[config.mk]
export PLATFORM = sky130hd
export DESIGN_NAME = ram_access_ctrl_flat
export DESIGN_NICKNAME = d
export VERILOG_FILES = /design/src/rtl/ram_access_ctrl_pkg.sv /design/src/rtl/ram_access_ctrl_if.sv /design/src/rtl/ram_access_ctrl.sv /design/src/flat_wrapper.sv
export SDC_FILE = /design/constraint.sdc
export NUM_CORES = 1
export LEC_CHECK = 0
export BUFFER_PORTS_ARGS = -buffer_cell sky130_fd_sc_hd__buf_2
export CORE_MARGIN = 2
export CORE_UTILIZATION = 35
export DETAILED_ROUTE_END_ITERATION = 16
export PLACE_DENSITY = 0.63
export REMOVE_ABC_BUFFERS = 1
export SLEW_MARGIN = 20
export SYNTH_ARGS = -nofsm -noshare
export SYNTH_HDL_FRONTEND = slang
export SYNTH_SLANG_ARGS = --single-unit
[constraint.sdc]
create_clock -name clk -period 1.77 [get_ports clk]
set_input_delay 0.0885 -clock clk [delete_from_list [all_inputs] [get_ports clk]]
set_output_delay 0.0885 -clock clk [all_outputs]
set_load 0.05 [all_outputs]
[src/rtl/ram_access_ctrl_pkg.sv]
// ---------------------------------------------------------------------------
// ram_ctrl_pkg
//   Shared definitions for the RAM access controller: default geometry of the
//   64x16 single-port RAM and the controller state encoding.
//   Optional feature macro used by the files importing this package:
//     RAM_ACC_HALF_EN - adds 16-bit (halfword) accesses via req_half.
// ---------------------------------------------------------------------------
package ram_ctrl_pkg;

    localparam int RAM_AW_DEF = 6;   // halfword address width
    localparam int RAM_DW_DEF = 16;  // RAM word width

    // Controller states. A 32-bit access walks both halves of a word pair;
    // reads need one extra state because the RAM output is registered.
    typedef enum logic [2:0] {
        IDLE,
        WR_LO,
        WR_HI,
        RD_LO,
        RD_HI,
        RD_DONE,
        RESP
    } ram_ctrl_state_t;

endpackage

[src/rtl/ram_access_ctrl_if.sv]
// ---------------------------------------------------------------------------
// ram_access_ctrl_if
//   Core-side request/response channels of the RAM access controller.
//   Two independent valid/ready handshakes:
//     request : req_valid/req_ready, req_we, req_addr, req_wdata
//               (+ req_half when RAM_ACC_HALF_EN is defined)
//     response: rsp_valid/rsp_ready, rsp_rdata
//   Modports:
//     master - the core (LSU) side, drives requests and accepts responses
//     slave  - the controller side
// ---------------------------------------------------------------------------
interface ram_access_ctrl_if
    import ram_ctrl_pkg::*;
#(
    parameter int RAM_AW = RAM_AW_DEF,
    parameter int RAM_DW = RAM_DW_DEF
) ();

    logic                  req_valid;
    logic                  req_ready;
    logic                  req_we;
    logic [RAM_AW-1:0]     req_addr;
    logic [2*RAM_DW-1:0]   req_wdata;
`ifdef RAM_ACC_HALF_EN
    logic                  req_half;
`endif
    logic                  rsp_valid;
    logic                  rsp_ready;
    logic [2*RAM_DW-1:0]   rsp_rdata;

    modport master (
`ifdef RAM_ACC_HALF_EN
        output req_half,
`endif
        output req_valid,
        output req_we,
        output req_addr,
        output req_wdata,
        output rsp_ready,
        input  req_ready,
        input  rsp_valid,
        input  rsp_rdata
    );

    modport slave (
`ifdef RAM_ACC_HALF_EN
        input  req_half,
`endif
        input  req_valid,
        input  req_we,
        input  req_addr,
        input  req_wdata,
        input  rsp_ready,
        output req_ready,
        output rsp_valid,
        output rsp_rdata
    );

endinterface

[src/rtl/ram_access_ctrl.sv]
// ---------------------------------------------------------------------------
// ram_access_ctrl
//   Initiator for a single-port RAM of 2**RAM_AW words x RAM_DW bits with a
//   registered data output. Each 32-bit core access becomes two RAM cycles:
//   low half at the even halfword address, high half at the odd one. Read
//   data is reassembled and returned on the response handshake; stores also
//   respond, with zero data.
//
//   Optional feature (macro RAM_ACC_HALF_EN): req_half selects a 16-bit
//   access that uses req_addr unmodified and a single RAM cycle.
//
// Ports
//   clk          : clock, rising edge
//   rst_n        : synchronous reset, active low; aborts any access at once
//   bus          : ram_access_ctrl_if.slave (request/response handshakes)
//   ram_add      : RAM halfword address
//   ram_data_in  : RAM write data
//   ram_r_w      : 1 = write, 0 = read
//   ram_enable   : RAM enable
//   ram_ce       : RAM chip enable
//   ram_data_out : RAM read data, valid the cycle after a read cycle
//
// Latency from the accept cycle (0) to rsp_valid:
//   32-bit store 3, 32-bit load 4, half store 2, half load 3.
// ---------------------------------------------------------------------------
module ram_access_ctrl
    import ram_ctrl_pkg::*;
#(
    parameter int RAM_AW = RAM_AW_DEF,
    parameter int RAM_DW = RAM_DW_DEF
) (
    input  logic                 clk,
    input  logic                 rst_n,
    ram_access_ctrl_if.slave     bus,
    output logic [RAM_AW-1:0]    ram_add,
    output logic [RAM_DW-1:0]    ram_data_in,
    output logic                 ram_r_w,
    output logic                 ram_enable,
    output logic                 ram_ce,
    input  logic [RAM_DW-1:0]    ram_data_out
);

    ram_ctrl_state_t       state;

    // Request latches. Only the parts needed after the first RAM cycle are
    // kept: the first cycle is issued straight from the request fields.
    logic [RAM_AW-1:1]     addr_q;
    logic [RAM_DW-1:0]     wdata_hi_q;
    logic                  we_q;
    logic                  half_q;

    logic [2*RAM_DW-1:0]   rdata_q;
    logic                  rsp_valid_q;
    logic                  ready_q;

    // Registered RAM pins, loaded with the values of the state being entered.
    logic [RAM_AW-1:0]     ram_add_q;
    logic [RAM_DW-1:0]     ram_din_q;
    logic                  ram_rw_q;
    logic                  ram_en_q;

    logic                  req_half_in;
    logic [RAM_AW-1:0]     acc_addr;

`ifdef RAM_ACC_HALF_EN
    assign req_half_in = bus.req_half;
`else
    assign req_half_in = 1'b0;
`endif

    // 32-bit accesses are word-pair aligned; halfword accesses keep bit 0.
    assign acc_addr = req_half_in ? bus.req_addr
                                  : {bus.req_addr[RAM_AW-1:1], 1'b0};

    // Enables are qualified with rst_n so a reset arriving during a RAM cycle
    // suppresses that cycle instead of letting it complete at the same edge.
    assign ram_add     = ram_add_q;
    assign ram_data_in = ram_din_q;
    assign ram_r_w     = ram_rw_q;
    assign ram_enable  = ram_en_q & rst_n;
    assign ram_ce      = ram_en_q & rst_n;

    // ready_q is 1 exactly in IDLE; gating with rst_n keeps it low in reset.
    assign bus.req_ready = ready_q & rst_n;
    assign bus.rsp_valid = rsp_valid_q;
    // Stores always respond with zero data.
    assign bus.rsp_rdata = we_q ? '0 : rdata_q;

    always_ff @(posedge clk) begin
        if (!rst_n) begin
            state       <= IDLE;
            ready_q     <= 1'b1;
            rsp_valid_q <= 1'b0;
            rdata_q     <= '0;
            addr_q      <= '0;
            wdata_hi_q  <= '0;
            we_q        <= 1'b0;
            half_q      <= 1'b0;
            ram_add_q   <= '0;
            ram_din_q   <= '0;
            ram_rw_q    <= 1'b0;
            ram_en_q    <= 1'b0;
        end else begin
            case (state)
                IDLE: begin
                    if (bus.req_valid && ready_q) begin
                        addr_q     <= bus.req_addr[RAM_AW-1:1];
                        wdata_hi_q <= bus.req_wdata[2*RAM_DW-1:RAM_DW];
                        we_q       <= bus.req_we;
                        half_q     <= req_half_in;
                        rdata_q    <= '0;
                        ready_q    <= 1'b0;
                        // First RAM cycle (low half, or the only half).
                        ram_en_q   <= 1'b1;
                        ram_rw_q   <= bus.req_we;
                        ram_add_q  <= acc_addr;
                        ram_din_q  <= bus.req_we ? bus.req_wdata[RAM_DW-1:0] : '0;
                        state      <= bus.req_we ? WR_LO : RD_LO;
                    end
                end

                WR_LO: begin
                    if (half_q) begin
                        ram_en_q    <= 1'b0;
                        ram_rw_q    <= 1'b0;
                        ram_add_q   <= '0;
                        ram_din_q   <= '0;
                        rsp_valid_q <= 1'b1;
                        state       <= RESP;
                    end else begin
                        ram_add_q <= {addr_q, 1'b1};
                        ram_din_q <= wdata_hi_q;
                        state     <= WR_HI;
                    end
                end

                WR_HI: begin
                    ram_en_q    <= 1'b0;
                    ram_rw_q    <= 1'b0;
                    ram_add_q   <= '0;
                    ram_din_q   <= '0;
                    rsp_valid_q <= 1'b1;
                    state       <= RESP;
                end

                RD_LO: begin
                    if (half_q) begin
                        ram_en_q  <= 1'b0;
                        ram_add_q <= '0;
                        state     <= RD_DONE;
                    end else begin
                        ram_add_q <= {addr_q, 1'b1};
                        state     <= RD_HI;
                    end
                end

                // Low-half data from RD_LO appears on ram_data_out now.
                RD_HI: begin
                    rdata_q[RAM_DW-1:0] <= ram_data_out;
                    ram_en_q            <= 1'b0;
                    ram_add_q           <= '0;
                    state               <= RD_DONE;
                end

                // Data of the last read cycle; for a half load that is the
                // only half, and the upper half stays zero from acceptance.
                RD_DONE: begin
                    if (half_q) begin
                        rdata_q[RAM_DW-1:0] <= ram_data_out;
                    end else begin
                        rdata_q[2*RAM_DW-1:RAM_DW] <= ram_data_out;
                    end
                    rsp_valid_q <= 1'b1;
                    state       <= RESP;
                end

                RESP: begin
                    if (bus.rsp_ready) begin
                        rsp_valid_q <= 1'b0;
                        ready_q     <= 1'b1;
                        state       <= IDLE;
                    end
                end

                default: begin
                    ram_en_q    <= 1'b0;
                    rsp_valid_q <= 1'b0;
                    ready_q     <= 1'b1;
                    state       <= IDLE;
                end
            endcase
        end
    end

endmodule

[src/flat_wrapper.sv]
// flat-port wrapper written by rule: the top's interface ports become plain ports
module ram_access_ctrl_flat import ram_ctrl_pkg::*;
#(
    parameter int RAM_AW = RAM_AW_DEF,
    parameter int RAM_DW = RAM_DW_DEF
)
  (clk, rst_n, ram_add, ram_data_in, ram_r_w, ram_enable, ram_ce, ram_data_out, bus_req_valid, bus_req_we, bus_req_addr, bus_req_wdata, bus_rsp_ready, bus_req_ready, bus_rsp_valid, bus_rsp_rdata);
  ram_access_ctrl_if #(.RAM_AW(RAM_AW), .RAM_DW(RAM_DW)) bus_i ();
  input  logic clk;
  input  logic rst_n;
  output logic [RAM_AW-1:0] ram_add;
  output logic [RAM_DW-1:0] ram_data_in;
  output logic ram_r_w;
  output logic ram_enable;
  output logic ram_ce;
  input  logic [RAM_DW-1:0] ram_data_out;
  input wire logic [$bits(bus_i.req_valid)-1:0] bus_req_valid;
  input wire logic [$bits(bus_i.req_we)-1:0] bus_req_we;
  input wire logic [$bits(bus_i.req_addr)-1:0] bus_req_addr;
  input wire logic [$bits(bus_i.req_wdata)-1:0] bus_req_wdata;
  input wire logic [$bits(bus_i.rsp_ready)-1:0] bus_rsp_ready;
  output wire logic [$bits(bus_i.req_ready)-1:0] bus_req_ready;
  output wire logic [$bits(bus_i.rsp_valid)-1:0] bus_rsp_valid;
  output wire logic [$bits(bus_i.rsp_rdata)-1:0] bus_rsp_rdata;
  assign bus_i.req_valid = bus_req_valid;
  assign bus_i.req_we = bus_req_we;
  assign bus_i.req_addr = bus_req_addr;
  assign bus_i.req_wdata = bus_req_wdata;
  assign bus_i.rsp_ready = bus_rsp_ready;
  assign bus_req_ready = bus_i.req_ready;
  assign bus_rsp_valid = bus_i.rsp_valid;
  assign bus_rsp_rdata = bus_i.rsp_rdata;
  ram_access_ctrl #(.RAM_AW(RAM_AW), .RAM_DW(RAM_DW)) u_core (.clk(clk), .rst_n(rst_n), .bus(bus_i), .ram_add(ram_add), .ram_data_in(ram_data_in), .ram_r_w(ram_r_w), .ram_enable(ram_enable), .ram_ce(ram_ce), .ram_data_out(ram_data_out));
endmodule
==> run_results.csv <==
group,metric,value,unit
grt,grt_start_max_net_pins,33,
clock_network,cts_max_level,3,
timing,setup_tns,0,ns
final_layout,area_growth_syn_to_layout,32.46,%
die,pin_count,118,
logic_synthesis,ys_top_cells_by_area,"dfxtp_1, a21oi_1, o21ai_0",
logic_synthesis,synth_top_area_share,44.85,%
die,rows,37,
logic_synthesis,synth_area,3705,sq um
logic_synthesis,ys_async_sr_fraction,0,%
logic_synthesis,post_synth.cell_area_avg,8.251,sq um
logic_synthesis,dominantRegCellSynth,"dfxtp_1",
pwr,p_leak,2.005,nW
worst_setup_path,r2r_slack,0.15,ns
timing,period_share,91.57,%
timing,rsz0062_at_grt,"false",
placement,dpl_cell_area,4420,sq um
clock_network,cts_buffers,9,
logic_synthesis,netlist_instances,449,
route,drt-total-wl,10790,microns
timing,finalMaxSlewViolations,0,
outcome,status,"finished clean",
logic_synthesis,synth_area_leader_cell,"dfxtp_1",
route,final_antenna_net_count,0,
timing,skew,0.008936,ns
worst_setup_path,worst_ep_arrival_time,1.87,ns
timing,maxSlewHeadroom,58.72,%
logic_synthesis,ys_warn_count,0,
final_layout,multiInputGateArea,1813,sq um
timing,worst_pin_slew,0.6169,ns
worst_hold_path,holdCritPathClass,"in2reg",
grt,grt_antenna_before_repair,0,
placement,place_hpwl,7327,microns
die,dieArea,11420,sq um
route,drtIter0Drc,264,
route,post_drt_wl_per_cell,14.98,microns
clock_network,clk_latency,0.35,ns
worst_hold_path,min_from,"bus_req_wdata[20]",
worst_setup_path,cp-start-kind,"flop",
clock_network,cts_root_buf,"clkbuf_8",
logic_synthesis,ys_ff_latch,83,
pwr,ir_drop,0.5197,mV
worst_setup_path,criticalPathCategory,"reg2reg",
timing,period_minus_slack,1.621,ns
timing,fmax,617.0,MHz
grt,grt_pass1_vias,3553,
worst_hold_path,holdPathStages,3,
die,die_x,106.9,microns
logic_synthesis,synth.distinct_cells,40,
logic_synthesis,ys_seq_area_share,44.85,%
worst_setup_path,crit_path_max_fanout,16,
die,placeableCoreArea,10320,sq um
clock_network,cts_sinks,83,
final_layout,drive_above_1_share,27.57,%
final_layout,finalInstanceArea,4907,sq um
worst_setup_path,r2r-end,"u_core.ram_data_in[8]$_SDFFE_PN0P_",
pwr,finalPower,5.487,mW
worst_setup_path,r2r_start,"u_core.state[0]$_SDFFE_PN0P_",
route,route.vias.total,3836,
worst_setup_path,crit_required,2.02,ns
timing,final-hold-violation-count,0,
worst_setup_path,ff2ff_path_depth,4,
clock_network,clk_pin_slew,0.08,ns
worst_hold_path,worstHoldEndpoint,"u_core.wdata_hi_q[4]$_SDFFE_PN0P_",
die,start_util,35.89,%
logic_synthesis,synth-edff-count,0,
placement,gp_congestion,0.7768,
final_layout,antennaDiodeCount,0,
grt,grt_pass1_wl,17130,microns
route,firstDrtPassIters,5,
timing,holdWs,0.004188,ns
final_layout,nets,639,
pwr,p_per_area,1118,nW/um^2
worst_setup_path,cp-end-kind,"flop",
die,die_y,106.9,microns
timing,finalSetupViolCount,0,
final_layout,regArea,1665,sq um
clock_network,cts_tree,"done",
route,drc,0,
job,maxCapViolCount,0,
grt,grt_util_all_layers,18.66,%
route,via_per_inst,5.328,
grt,grt.overflow.total,0,
final_layout,fillers,1020,
clock_network,clock_path_buffers,2,
placement,port_buffers,116,
-- cell families (layout without fill, tap and decap cells) --
| group | Yosys count | in the layout | synth area share (%) |
|---|---|---|---|
| AND/OR/NAND/NOR | 130 | 130 | 18.74 |
| XOR/XNOR | 1 | 1 | 0.4392 |
| flip-flops | 83 | 83 | 44.85 |
| buffers and inverters | 49 | 184 | 6.349 |
| multiplexers | 2 | 2 | 0.5404 |
| AO/OA/AOI/OAI | 184 | 184 | 29.08 |
-- where the power goes --
part / switching (mW) / leakage, nW / internal [mW]
combinational: 1.30 / 1.23 / 0.582
clock: 0.656 / 0.0995 / 0.722
sequential: 0.152 / 0.677 / 2.08
total: 2.11 / 2.01 / 3.38
-- how the worst max path moves through the flow --
| stage | cells past startpoint | from | slack (ns) | to |
|---|---|---|---|---|
| final | 4 | u_core.state[0]$_SDFFE_PN0P_ | 0.15 | u_core.ram_data_in[8]$_SDFFE_PN0P_ |
| after global routing | 4 | u_core.state[0]$_SDFFE_PN0P_ | 0.01 | u_core.ram_data_in[8]$_SDFFE_PN0P_ |
| after CTS | 4 | u_core.state[2]$_SDFFE_PN0P_ | 0.12 | u_core.ram_data_in[8]$_SDFFE_PN0P_ |
| after detailed placement | 4 | u_core.state[2]$_SDFFE_PN0P_ | 0.15 | u_core.ram_data_in[8]$_SDFFE_PN0P_ |
| after global placement | 4 | u_core.state[2]$_SDFFE_PN0P_ | 0.20 | u_core.ram_data_in[14]$_SDFFE_PN0P_ |
| after floorplan | 3 | u_core.state[2]$_SDFFE_PN0P_ | -0.52 | u_core.rdata_q[16]$_SDFFE_PN0P_ |
-- layout make-up --
class	count	share of cell area, %
well taps	136	3.468
inverters	3	0.2295
multi-input cells	317	36.95
clock inverters	2	0.7139
clock buffers	13	3.238
flip-flops and latches	83	33.94
repair buffers	166	21.47
-- state kept, by name, summed over array words and instances, names as in the netlist --
register	cells
u_core.ready_q	1
u_core.ram_r_w	1
u_core.ram_data_in	16
u_core.bus.rsp_valid	1
u_core.rdata_q	32
u_core.ram_add	6
u_core.state	3
u_core.we_q	1
u_core.ram_en_q	1
u_core.wdata_hi_q	16
u_core.addr_q	5
-- cells in the final DEF, fill, tap and decap left out, types with 2 or more instances in the layout --
| cell | instances |
|---|---|
| o21ai_0 | 50 |
| clkbuf_8 | 11 |
| inv_2 | 2 |
| dfxtp_1 | 82 |
| dlygate4sd3_1 | 29 |
| nand3_1 | 27 |
| nand2_1 | 50 |
| nor2b_1 | 33 |
| nor2_1 | 2 |
| buf_2 | 116 |
| o22ai_1 | 5 |
| buf_12 | 2 |
| and3b_1 | 2 |
| nor3b_1 | 5 |
| mux2i_1 | 2 |
| a21oi_1 | 79 |
| clkbuf_1 | 2 |
| a31oi_1 | 3 |
| and2_1 | 2 |
| a32oi_1 | 5 |
| buf_4 | 19 |
| a311oi_1 | 9 |
| o211ai_1 | 26 |
-- worst max-delay path, cell delays in order (launching register included) --
cell and delay (ns):
dfxtp_1 0.67, nor3b_4 0.26, buf_4 0.23, nand2_1 0.08, a311oi_1 0.27
-- what timing repair did --
action / in CTS / in global routing
hold buffers: 29 / 0
setup endpoints to repair: 0 / 1
endpoints found under the hold margin: 44 / 0
setup buffers: 0 / 0
gates resized for setup: 0 / 1
-- Yosys cell counts (all sizes together), types with 2 or more instances --
cell type / number
o21ai: 50
dfxtp: 83
a31oi: 3
buf: 22
a311oi: 9
clkbuf: 24
mux2i: 2
nand3: 27
a21oi: 80
and3b: 2
o22ai: 5
nor2: 3
inv: 3
nor3b: 7
o211ai: 26
nand2: 50
a32oi: 5
and2: 2
nor2b: 33
-- metal layers --
layer	global-route usage [%]	routed length, microns	up-vias
li1	-	-	1881
met1	24.01	4952	1808
met2	31.57	5071	130
met5	0	0	-
met3	3.647	579	17
met4	5.751	184	0
-- stage by stage --
step                std cells  util [%]  worst slack, ns
CTS                       720     47.51           0.1209
global route              720     47.53          0.01265
global placement          676     42.82           0.1964
finish                    720     47.53           0.1492
detailed placement        676     42.82           0.1474
floorplan                 403         -          -0.5156
Power figures use the tool's default switching activity.
